**src/rtl/seq_multiplier_if.sv**
```systemverilog
// Start/Busy/Done handshake bundle for seq_multiplier: operands in, double-width product out.
interface seq_multiplier_if #(
  parameter int unsigned WIDTH = 8
);
  logic                   Start;
  logic                   SignedMode;
  logic [WIDTH-1:0]       Multiplicand;
  logic [WIDTH-1:0]       Multiplier;
  logic [2*WIDTH-1:0]     Product;
  logic                   Busy;
  logic                   Done;

  modport master (
    output Start, SignedMode, Multiplicand, Multiplier,
    input  Product, Busy, Done
  );

  modport slave (
    input  Start, SignedMode, Multiplicand, Multiplier,
    output Product, Busy, Done
  );
endinterface

```
**src/rtl/seq_multiplier.sv**
```systemverilog
// Sequential shift-add multiplier, one multiplier bit per clock, signed or unsigned.
// Optional SEQ_MULT_ZERO_SKIP_EN: a zero operand finishes in one cycle without running.
module seq_multiplier #(
  parameter int unsigned WIDTH = 8
) (
  input  logic              Clock,
  input  logic              Reset,
  seq_multiplier_if.slave   bus
);

  localparam int unsigned CW = $clog2(WIDTH);
  localparam logic [CW-1:0] LAST = CW'(WIDTH - 1);

  typedef enum logic [1:0] {
    IDLE,
    RUN,
    DONE
  } state_e;

  state_e               state_q, state_d;
  logic [WIDTH:0]       a_q, a_d;
  logic [WIDTH-1:0]     q_q, q_d;
  logic [WIDTH:0]       m_q, m_d;
  logic [CW-1:0]        cnt_q, cnt_d;
  logic                 sgn_q, sgn_d;
  logic [2*WIDTH-1:0]   product_q, product_d;

  logic                 accept;
  logic                 zero_op;
  logic                 last;
  logic [WIDTH:0]       addend;
  logic [WIDTH:0]       sum;
  logic [WIDTH:0]       shifted_a;
  logic [WIDTH-1:0]     shifted_q;

  always_comb begin
    accept = bus.Start && (state_q != RUN);
    last   = (cnt_q == LAST);
`ifdef SEQ_MULT_ZERO_SKIP_EN
    zero_op = (bus.Multiplicand == '0) || (bus.Multiplier == '0);
`else
    zero_op = 1'b0;
`endif
  end

  always_ff @(posedge Clock or posedge Reset) begin
    if (Reset) begin
      state_q <= IDLE;
    end else begin
      state_q <= state_d;
    end
  end

  always_comb begin
    state_d = state_q;
    unique case (state_q)
      IDLE, DONE: begin
        if (accept) begin
          state_d = zero_op ? DONE : RUN;
        end else begin
          state_d = IDLE;
        end
      end
      RUN: begin
        if (last) begin
          state_d = DONE;
        end
      end
      default: state_d = IDLE;
    endcase
  end

  // The final signed iteration subtracts M: the multiplier's MSB carries weight -2^(WIDTH-1).
  always_comb begin
    addend    = '0;
    if (q_q[0]) begin
      addend = (last && sgn_q) ? (~m_q + 1'b1) : m_q;
    end
    sum       = a_q + addend;
    shifted_a = {(sgn_q ? sum[WIDTH] : 1'b0), sum[WIDTH:1]};
    shifted_q = {sum[0], q_q[WIDTH-1:1]};
  end

  always_comb begin
    a_d       = a_q;
    q_d       = q_q;
    m_d       = m_q;
    cnt_d     = cnt_q;
    sgn_d     = sgn_q;
    product_d = product_q;
    if (accept) begin
      a_d   = '0;
      q_d   = bus.Multiplier;
      m_d   = {(bus.SignedMode ? bus.Multiplicand[WIDTH-1] : 1'b0), bus.Multiplicand};
      cnt_d = '0;
      sgn_d = bus.SignedMode;
      if (zero_op) begin
        product_d = '0;
      end
    end else if (state_q == RUN) begin
      a_d   = shifted_a;
      q_d   = shifted_q;
      cnt_d = cnt_q + CW'(1);
      if (last) begin
        product_d = {shifted_a[WIDTH-1:0], shifted_q};
      end
    end
  end

  always_ff @(posedge Clock or posedge Reset) begin
    if (Reset) begin
      a_q       <= '0;
      q_q       <= '0;
      m_q       <= '0;
      cnt_q     <= '0;
      sgn_q     <= 1'b0;
      product_q <= '0;
    end else begin
      a_q       <= a_d;
      q_q       <= q_d;
      m_q       <= m_d;
      cnt_q     <= cnt_d;
      sgn_q     <= sgn_d;
      product_q <= product_d;
    end
  end

  always_comb begin
    bus.Busy    = (state_q == RUN);
    bus.Done    = (state_q == DONE);
    bus.Product = product_q;
  end

endmodule
```
**src/flat_wrapper.sv**
```systemverilog
// flat-port wrapper written by rule: the top's interface ports become plain ports
module seq_multiplier_flat 
#(
  parameter int unsigned WIDTH = 8
)
  (Clock, Reset, bus_Start, bus_SignedMode, bus_Multiplicand, bus_Multiplier, bus_Product, bus_Busy, bus_Done);
  seq_multiplier_if #(.WIDTH(WIDTH)) bus_i ();
  input  logic Clock;
  input  logic Reset;
  input wire logic [$bits(bus_i.Start)-1:0] bus_Start;
  input wire logic [$bits(bus_i.SignedMode)-1:0] bus_SignedMode;
  input wire logic [$bits(bus_i.Multiplicand)-1:0] bus_Multiplicand;
  input wire logic [$bits(bus_i.Multiplier)-1:0] bus_Multiplier;
  output wire logic [$bits(bus_i.Product)-1:0] bus_Product;
  output wire logic [$bits(bus_i.Busy)-1:0] bus_Busy;
  output wire logic [$bits(bus_i.Done)-1:0] bus_Done;
  assign bus_i.Start = bus_Start;
  assign bus_i.SignedMode = bus_SignedMode;
  assign bus_i.Multiplicand = bus_Multiplicand;
  assign bus_i.Multiplier = bus_Multiplier;
  assign bus_Product = bus_i.Product;
  assign bus_Busy = bus_i.Busy;
  assign bus_Done = bus_i.Done;
  seq_multiplier #(.WIDTH(WIDTH)) u_core (.Clock(Clock), .Reset(Reset), .bus(bus_i));
endmodule
```
**config.mk**
```make
export PLATFORM = sky130hd
export DESIGN_NAME = seq_multiplier_flat
export DESIGN_NICKNAME = d
export VERILOG_FILES = /design/src/rtl/seq_multiplier_if.sv /design/src/rtl/seq_multiplier.sv /design/src/flat_wrapper.sv
export SDC_FILE = /design/constraint.sdc
export NUM_CORES = 1
export LEC_CHECK = 0
export CAP_MARGIN = 30
export CORE_MARGIN = 3
export CORE_UTILIZATION = 35
export DETAILED_ROUTE_END_ITERATION = 12
export PLACE_DENSITY = 0.67
export SETUP_SLACK_MARGIN = 0.05
export SLEW_MARGIN = 40
export SYNTH_ARGS = -nofsm -noshare
export SYNTH_HDL_FRONTEND = slang
export SYNTH_SLANG_ARGS = --single-unit
```
**constraint.sdc**
```tcl
create_clock -name Clock -period 3.7 [get_ports Clock]
set_clock_uncertainty 0.15 [all_clocks]
set_input_delay 0.555 -clock Clock [delete_from_list [all_inputs] [get_ports Clock]]
set_output_delay 0.555 -clock Clock [all_outputs]
set_load 0.01 [all_outputs]
```
==> results.sh, run 1 <==
export IMPL_worstSetupPathType="reg -> reg"
export IMPL_initial_core_util_pct=37.3
export IMPL_hold_class="reg -> reg"
export IMPL_period_minus_slack_ps=3160
export IMPL_post_cts_setup_buffer_count=0
export IMPL_ys_ff_latch=48
export IMPL_die_area_mm2=0.00804
export IMPL_fp_row_count=29
export IMPL_drt_iter0_markers=49
export IMPL_cp_required_ps=3780
export IMPL_grtUsageMet2_pct=21.9
export IMPL_power_density_mw_per_mm2=844
export IMPL_maxSlewHeadroom_pct=60.2
export IMPL_via_per_inst=4.76
export IMPL_seq_area_frac_synth_pct=49.1
export IMPL_drc_errors=0
export IMPL_cts_resized=0
export IMPL_fin_tns_setup_ps=0
export IMPL_vias=1720
export IMPL_tightestPinTransition_ps=598
export IMPL_antenna_found_initial=0
export IMPL_critPathCaptureType="flip-flop"
export IMPL_setup_viol=0
export IMPL_globalRoute_busiestLayer="met2"
export IMPL_r2r_worst_path_cells=13
export IMPL_cts_tree="done"
export IMPL_critPathMaxFanout=10
export IMPL_async_flop_share_pct=100
export IMPL_yosysWarnings=0
export IMPL_drtAntennaViolNets=0
export IMPL_startpoint_type="flip-flop"
export IMPL_die_h_um=89.6
export IMPL_grt_max_degree=49
export IMPL_dieWidth_um=89.6
export IMPL_outcome="completed"
export IMPL_syn_to_final_growth_pct=25.0
export IMPL_hpwl_um=3390
export IMPL_io_pins=38
export IMPL_min_path_cells=2
export IMPL_p_leak_uw=0.00139
export IMPL_synth_nets=261
export IMPL_hold_viol=0
export IMPL_clk_pin_slew_worst_paths_ps=90
export IMPL_clk_latency_ps=300
export IMPL_grtUsageMet1_pct=18.6
export IMPL_synth_edf_count=0
export IMPL_finalCritPeriodShare_pct=85.4
export IMPL_rsz0062_at_grt="false"
export IMPL_overflow=0
export IMPL_diodes=0
export IMPL_firstDrtPassIters=4
export IMPL_ctsHoldBuffers=0
export IMPL_final_common_cell="dfrtp_1"
export IMPL_use_met3_pct=4.01
export IMPL_wirelength_um=4810
export IMPL_cts_sinks=48
export IMPL_h_tree_depth=2
export IMPL_ys_types=35
export IMPL_place_gp_congestion=0.801
export IMPL_clk_path_buf_depth=2
export IMPL_syn_area_mm2=0.00245
export IMPL_synth_area_per_cell_um2=10.7
export IMPL_cp_arrival_ps=3240
export IMPL_fillers=629
export IMPL_root_buffer="clkbuf_8"
export IMPL_ir_drop_uv=382
export IMPL_fin_hold_ws_ps=335
export IMPL_final_cell_mix="dfrtp_1, clkdlybuf4s50_1, o21ai_0"
export IMPL_syn_inst=229
export IMPL_grt_util_all_layers_pct=13.7
export IMPL_maxSlewViolCount=0
export IMPL_fin_nets=300
export IMPL_final_layout_size_suffix_gt1_share_pct=12.7
export IMPL_fmax_ghz=0.317
export IMPL_grt_pass1_wl_um=8540
export IMPL_wl_per_cell_um=13.3
export IMPL_cap_violations=0
export IMPL_ys_flop_type="dfrtp_1"
export IMPL_grt_pass1_vias=1779
export IMPL_port_buffers=37
export IMPL_numCtsBuffers=5
export IMPL_core_mm2=0.00657
[Yosys cell counts, types with 2 or more instances]
| cell | count | area (µm²) |
|---|---|---|
| dfrtp_1 | 48 | 1200 |
| o21ai_0 | 28 | 140 |
| nand2_1 | 27 | 101 |
| mux2_2 | 18 | 203 |
| ha_1 | 11 | 138 |
| inv_1 | 11 | 41.3 |
| nand3b_1 | 11 | 82.6 |
| mux2i_1 | 9 | 90.1 |
| clkbuf_1 | 7 | 26.3 |
| a21oi_1 | 6 | 30.0 |
| xor2_1 | 6 | 52.6 |
| and2_1 | 5 | 31.3 |
| xnor2_1 | 5 | 43.8 |
| nor2_1 | 4 | 15.0 |
| o21ai_1 | 4 | 20.0 |
| nand2b_1 | 3 | 18.8 |
| or3_1 | 3 | 18.8 |
| a21boi_0 | 2 | 15.0 |
| a21o_1 | 2 | 15.0 |
| a31oi_1 | 2 | 12.5 |
| nor3_1 | 2 | 10.0 |
| nor4_1 | 2 | 12.5 |
[metal layers]
layer | up-vias | routed length, µm
li1 | 863 | -
met1 | 822 | 2270
met2 | 31 | 2290
met3 | 4 | 210
met4 | 0 | 44
met5 | - | 0
[area by class of cell]
class | count | area [µm²] | area share (%)
inverter | 11 | 43.8 | 1.43
clock buffer | 5 | 68.8 | 2.25
clock inverter | 2 | 60.1 | 1.96
timing repair buffer | 41 | 400 | 13.1
tap | 93 | 116 | 3.80
multi-input combinational | 161 | 1170 | 38.3
sequential | 48 | 1200 | 39.2
[cell families (layout without fill, tap and decap cells)]
group / count (synthesis) / in the layout / share of synthesized area (%)
and+or+nand+nor: 63 / 63 / 14.2
DFF: 48 / 48 / 49.1
AOI/OAI and AO/OA: 47 / 47 / 10.4
muxes: 27 / 27 / 12.0
buffers and inverters: 20 / 59 / 3.12
adders and majority gates: 12 / 12 / 6.44
xor gates and xnor gates: 12 / 12 / 4.85
[critical path, cell delays in order, from the launching register on]
cell and delay [ps]:
dfrtp_1 400, ha_1 210, ha_1 210, nand2_1 270, nor2_1 90, xor2_1 150
and2_1 160, ha_1 310, nor2b_4 140, nor3_2 110, o21ai_1 120, a31oi_1 230
xnor3_1 390, o21ai_1 140
[registers in the layout (all words and copies together) (netlist names)]
| register | flops |
|---|---|
| u_core.sgn_q | 1 |
| u_core.a_q | 9 |
| u_core.state_q | 2 |
| u_core.cnt_q | 3 |
| u_core.m_q | 9 |
| u_core.bus.Product | 16 |
| u_core.q_q | 8 |
[through the flow]
stage	setup WS, ps	power [µW]	std cells	utilization (%)	instance area, µm²
floorplan	841	1740	229	-	2450
global placement	659	2150	354	44.6	2930
detailed placement	564	2170	354	44.7	2930
CTS	549	2630	361	46.6	3060
global route	244	2830	361	46.6	3060
finish	541	2580	361	46.6	3060
[where the power goes]
group | internal (µW) | switching, µW | leakage, µW | total (µW)
registers | 783 | 191 | 0.000591 | 973
clock network | 266 | 174 | 0.0000642 | 440
logic | 606 | 564 | 0.000736 | 1170
[final timing paths]
| path | slack (ps) | to | from |
|---|---|---|---|
| setup / recovery | 540 | u_core.a_q[7] | u_core.cnt_q[0] |
| hold / removal | 340 | u_core.bus.Product[11] | u_core.bus.Product[11] |
| setup reg to reg | 540 | u_core.a_q[7] | u_core.cnt_q[0] |
| hold reg to reg | 340 | u_core.bus.Product[11] | u_core.bus.Product[11] |
| max in group asynchronous | 2470 | u_core.bus.Product[11] | Reset |
| min in group asynchronous | 520 | u_core.bus.Product[5] | Reset |
Power figures use the tool's default switching activity.
==> inputs of run 2 (changes only) <==
--- a/config.mk
+++ b/config.mk
@@ -15,3 +15,4 @@
 export SYNTH_ARGS = -nofsm -noshare
 export SYNTH_HDL_FRONTEND = slang
 export SYNTH_SLANG_ARGS = --single-unit
+export TNS_END_PERCENT = 5
==> results of run 2 <==
No change in the layout: final DEF, timing and power equal those of run 1.
==> inputs of run 3 (changes only) <==
--- a/config.mk
+++ b/config.mk
@@ -6,10 +6,11 @@
 export NUM_CORES = 1
 export LEC_CHECK = 0
 export CAP_MARGIN = 30
+export CORE_ASPECT_RATIO = 0.8
 export CORE_MARGIN = 3
 export CORE_UTILIZATION = 35
 export DETAILED_ROUTE_END_ITERATION = 12
-export PLACE_DENSITY = 0.67
+export PLACE_DENSITY = 0.66
 export SETUP_SLACK_MARGIN = 0.05
 export SLEW_MARGIN = 40
 export SYNTH_ARGS = -nofsm -noshare
==> results.sh, run 3 (synthesized netlist as in run 1, its figures left out) <==
export IMPL_grt_pass1_wl_um=8290
export IMPL_tightestPinTransition_ps=591
export IMPL_antenna_found_initial=0
export IMPL_firstDrtPassIters=4
export IMPL_place_gp_congestion=0.802
export IMPL_fmax_ghz=0.323
export IMPL_outcome="completed"
export IMPL_period_minus_slack_ps=3100
export IMPL_clk_pin_slew_worst_paths_ps=90
export IMPL_initial_core_util_pct=37.3
export IMPL_setup_viol=0
export IMPL_via_per_inst=4.90
export IMPL_hpwl_um=3330
export IMPL_vias=1725
export IMPL_rsz0062_at_grt="false"
export IMPL_core_mm2=0.00657
export IMPL_power_density_mw_per_mm2=815
export IMPL_power_switching_uw=926
export IMPL_numCtsBuffers=5
export IMPL_p_sw_share_pct=37.9
export IMPL_maxSlewViolCount=0
export IMPL_overflow=0
export IMPL_h_tree_depth=2
export IMPL_cp_required_ps=3790
export IMPL_ctsHoldBuffers=0
export IMPL_fin_tns_setup_ps=0
export IMPL_ir_drop_uv=331
export IMPL_cp_arrival_ps=3180
export IMPL_wl_per_cell_um=13.6
export IMPL_cts_sinks=48
export IMPL_worstSetupPathType="reg -> reg"
export IMPL_critPathMaxFanout=10
export IMPL_p_leak_uw=0.00137
export IMPL_largest_reg_flops=16
export IMPL_dieWidth_um=99.5
export IMPL_drc_errors=0
export IMPL_grt_max_degree=49
export IMPL_clkPwrFrac_pct=12.3
export IMPL_grt_util_all_layers_pct=13.1
export IMPL_finalCritPeriodShare_pct=83.7
export IMPL_maxSlewHeadroom_pct=60.6
export IMPL_cts_resized=0
export IMPL_die_area_mm2=0.00804
export IMPL_final_layout_size_suffix_gt1_share_pct=12.3
export IMPL_p_comb_share_pct=48.3
export IMPL_fp_row_count=26
export IMPL_grt_pass1_vias=1752
export IMPL_die_h_um=80.8
export IMPL_pwr_share_seq_pct=39.4
export IMPL_cap_violations=0
export IMPL_io_pins=38
export IMPL_clk_path_buf_depth=2
export IMPL_port_buffers=37
export IMPL_p_int_uw=1520
export IMPL_cts_tree="done"
export IMPL_diodes=0
export IMPL_drtAntennaViolNets=0
export IMPL_clk_latency_ps=300
export IMPL_final_common_cell="dfrtp_1"
export IMPL_drt_iter0_markers=38
export IMPL_root_buffer="clkbuf_8"
export IMPL_fillers=643
export IMPL_post_cts_setup_buffer_count=0
export IMPL_final_cell_mix="dfrtp_1, clkdlybuf4s50_1, o21ai_0"
export IMPL_wirelength_um=4780
export IMPL_hold_viol=0
export IMPL_critPathCaptureType="flip-flop"
export IMPL_fin_cells=352
export IMPL_dp_cells=345
export IMPL_startpoint_type="flip-flop"
export IMPL_hold_class="reg -> reg"
export IMPL_syn_to_final_growth_pct=22.5
export IMPL_fin_nets=300
[run 3: stage by stage]
stage / power [µW] / setup WS, ps / utilization, % / hold slack [ps] / area (µm²)
after floorplan: 1740 / 841 / - / 317 / 2450
after global placement: 2150 / 695 / 44.4 / 312 / 2920
after global routing: 2690 / 314 / 45.6 / 366 / 3000
after CTS: 2480 / 580 / 45.6 / 342 / 3000
final: 2440 / 602 / 45.6 / 336 / 3000
after detailed placement: 2160 / 609 / 44.5 / 322 / 2920
[run 3: worst paths after layout]
check,startpoint,endpoint,slack [ps],depth (start not counted)
min,u_core.bus.Product[11],u_core.bus.Product[11],340,2
min in group asynchronous,Reset,u_core.bus.Product[11],510,2
max reg2reg,u_core.cnt_q[0],u_core.bus.Product[15],600,12
max in group asynchronous,Reset,u_core.a_q[3],2470,2
max,u_core.cnt_q[0],u_core.bus.Product[15],600,12
min reg2reg,u_core.bus.Product[11],u_core.bus.Product[11],340,2
[run 3: worst max-delay path, cell delays in order (launching register included)]
cell and delay, ps:
dfrtp_1 400, ha_1 210, ha_1 210, nand2_1 240, mux2i_1 110, nand2b_1 180, fa_1 480, nor2b_4 150
nor3_2 40, o21ai_1 210, a31oi_1 140, xnor3_1 390, o21ai_1 130
[run 3: power groups by stage]
stage	Clock (µW)	Combinational, µW	Sequential (µW)
floorplan	0	767	972
global placement	0	1170	972
detailed placement	0	1190	976
CTS	314	1200	967
global route	335	1350	1000
finish	300	1180	964
[run 3: layout make-up]
type                            count  area, µm²  area share (%)
Sequential cell                    48       1200            40.0
Timing Repair Buffer               41        400            13.4
Multi-Input combinational cell    161       1170            39.0
Clock buffer                        6       72.6            2.42
Inverter                           11       43.8            1.46
Tap cell                           84        105            3.50
Clock inverter                      1       5.00           0.167
[run 3: layer usage]
layer | vias to the layer above | GRT usage [%] | wire length [µm]
met4 | 0 | 4.91 | 58
li1 | 868 | - | -
met2 | 35 | 19.6 | 2040
met1 | 817 | 17.6 | 2390
met5 | - | 0 | 0
met3 | 5 | 4.64 | 292
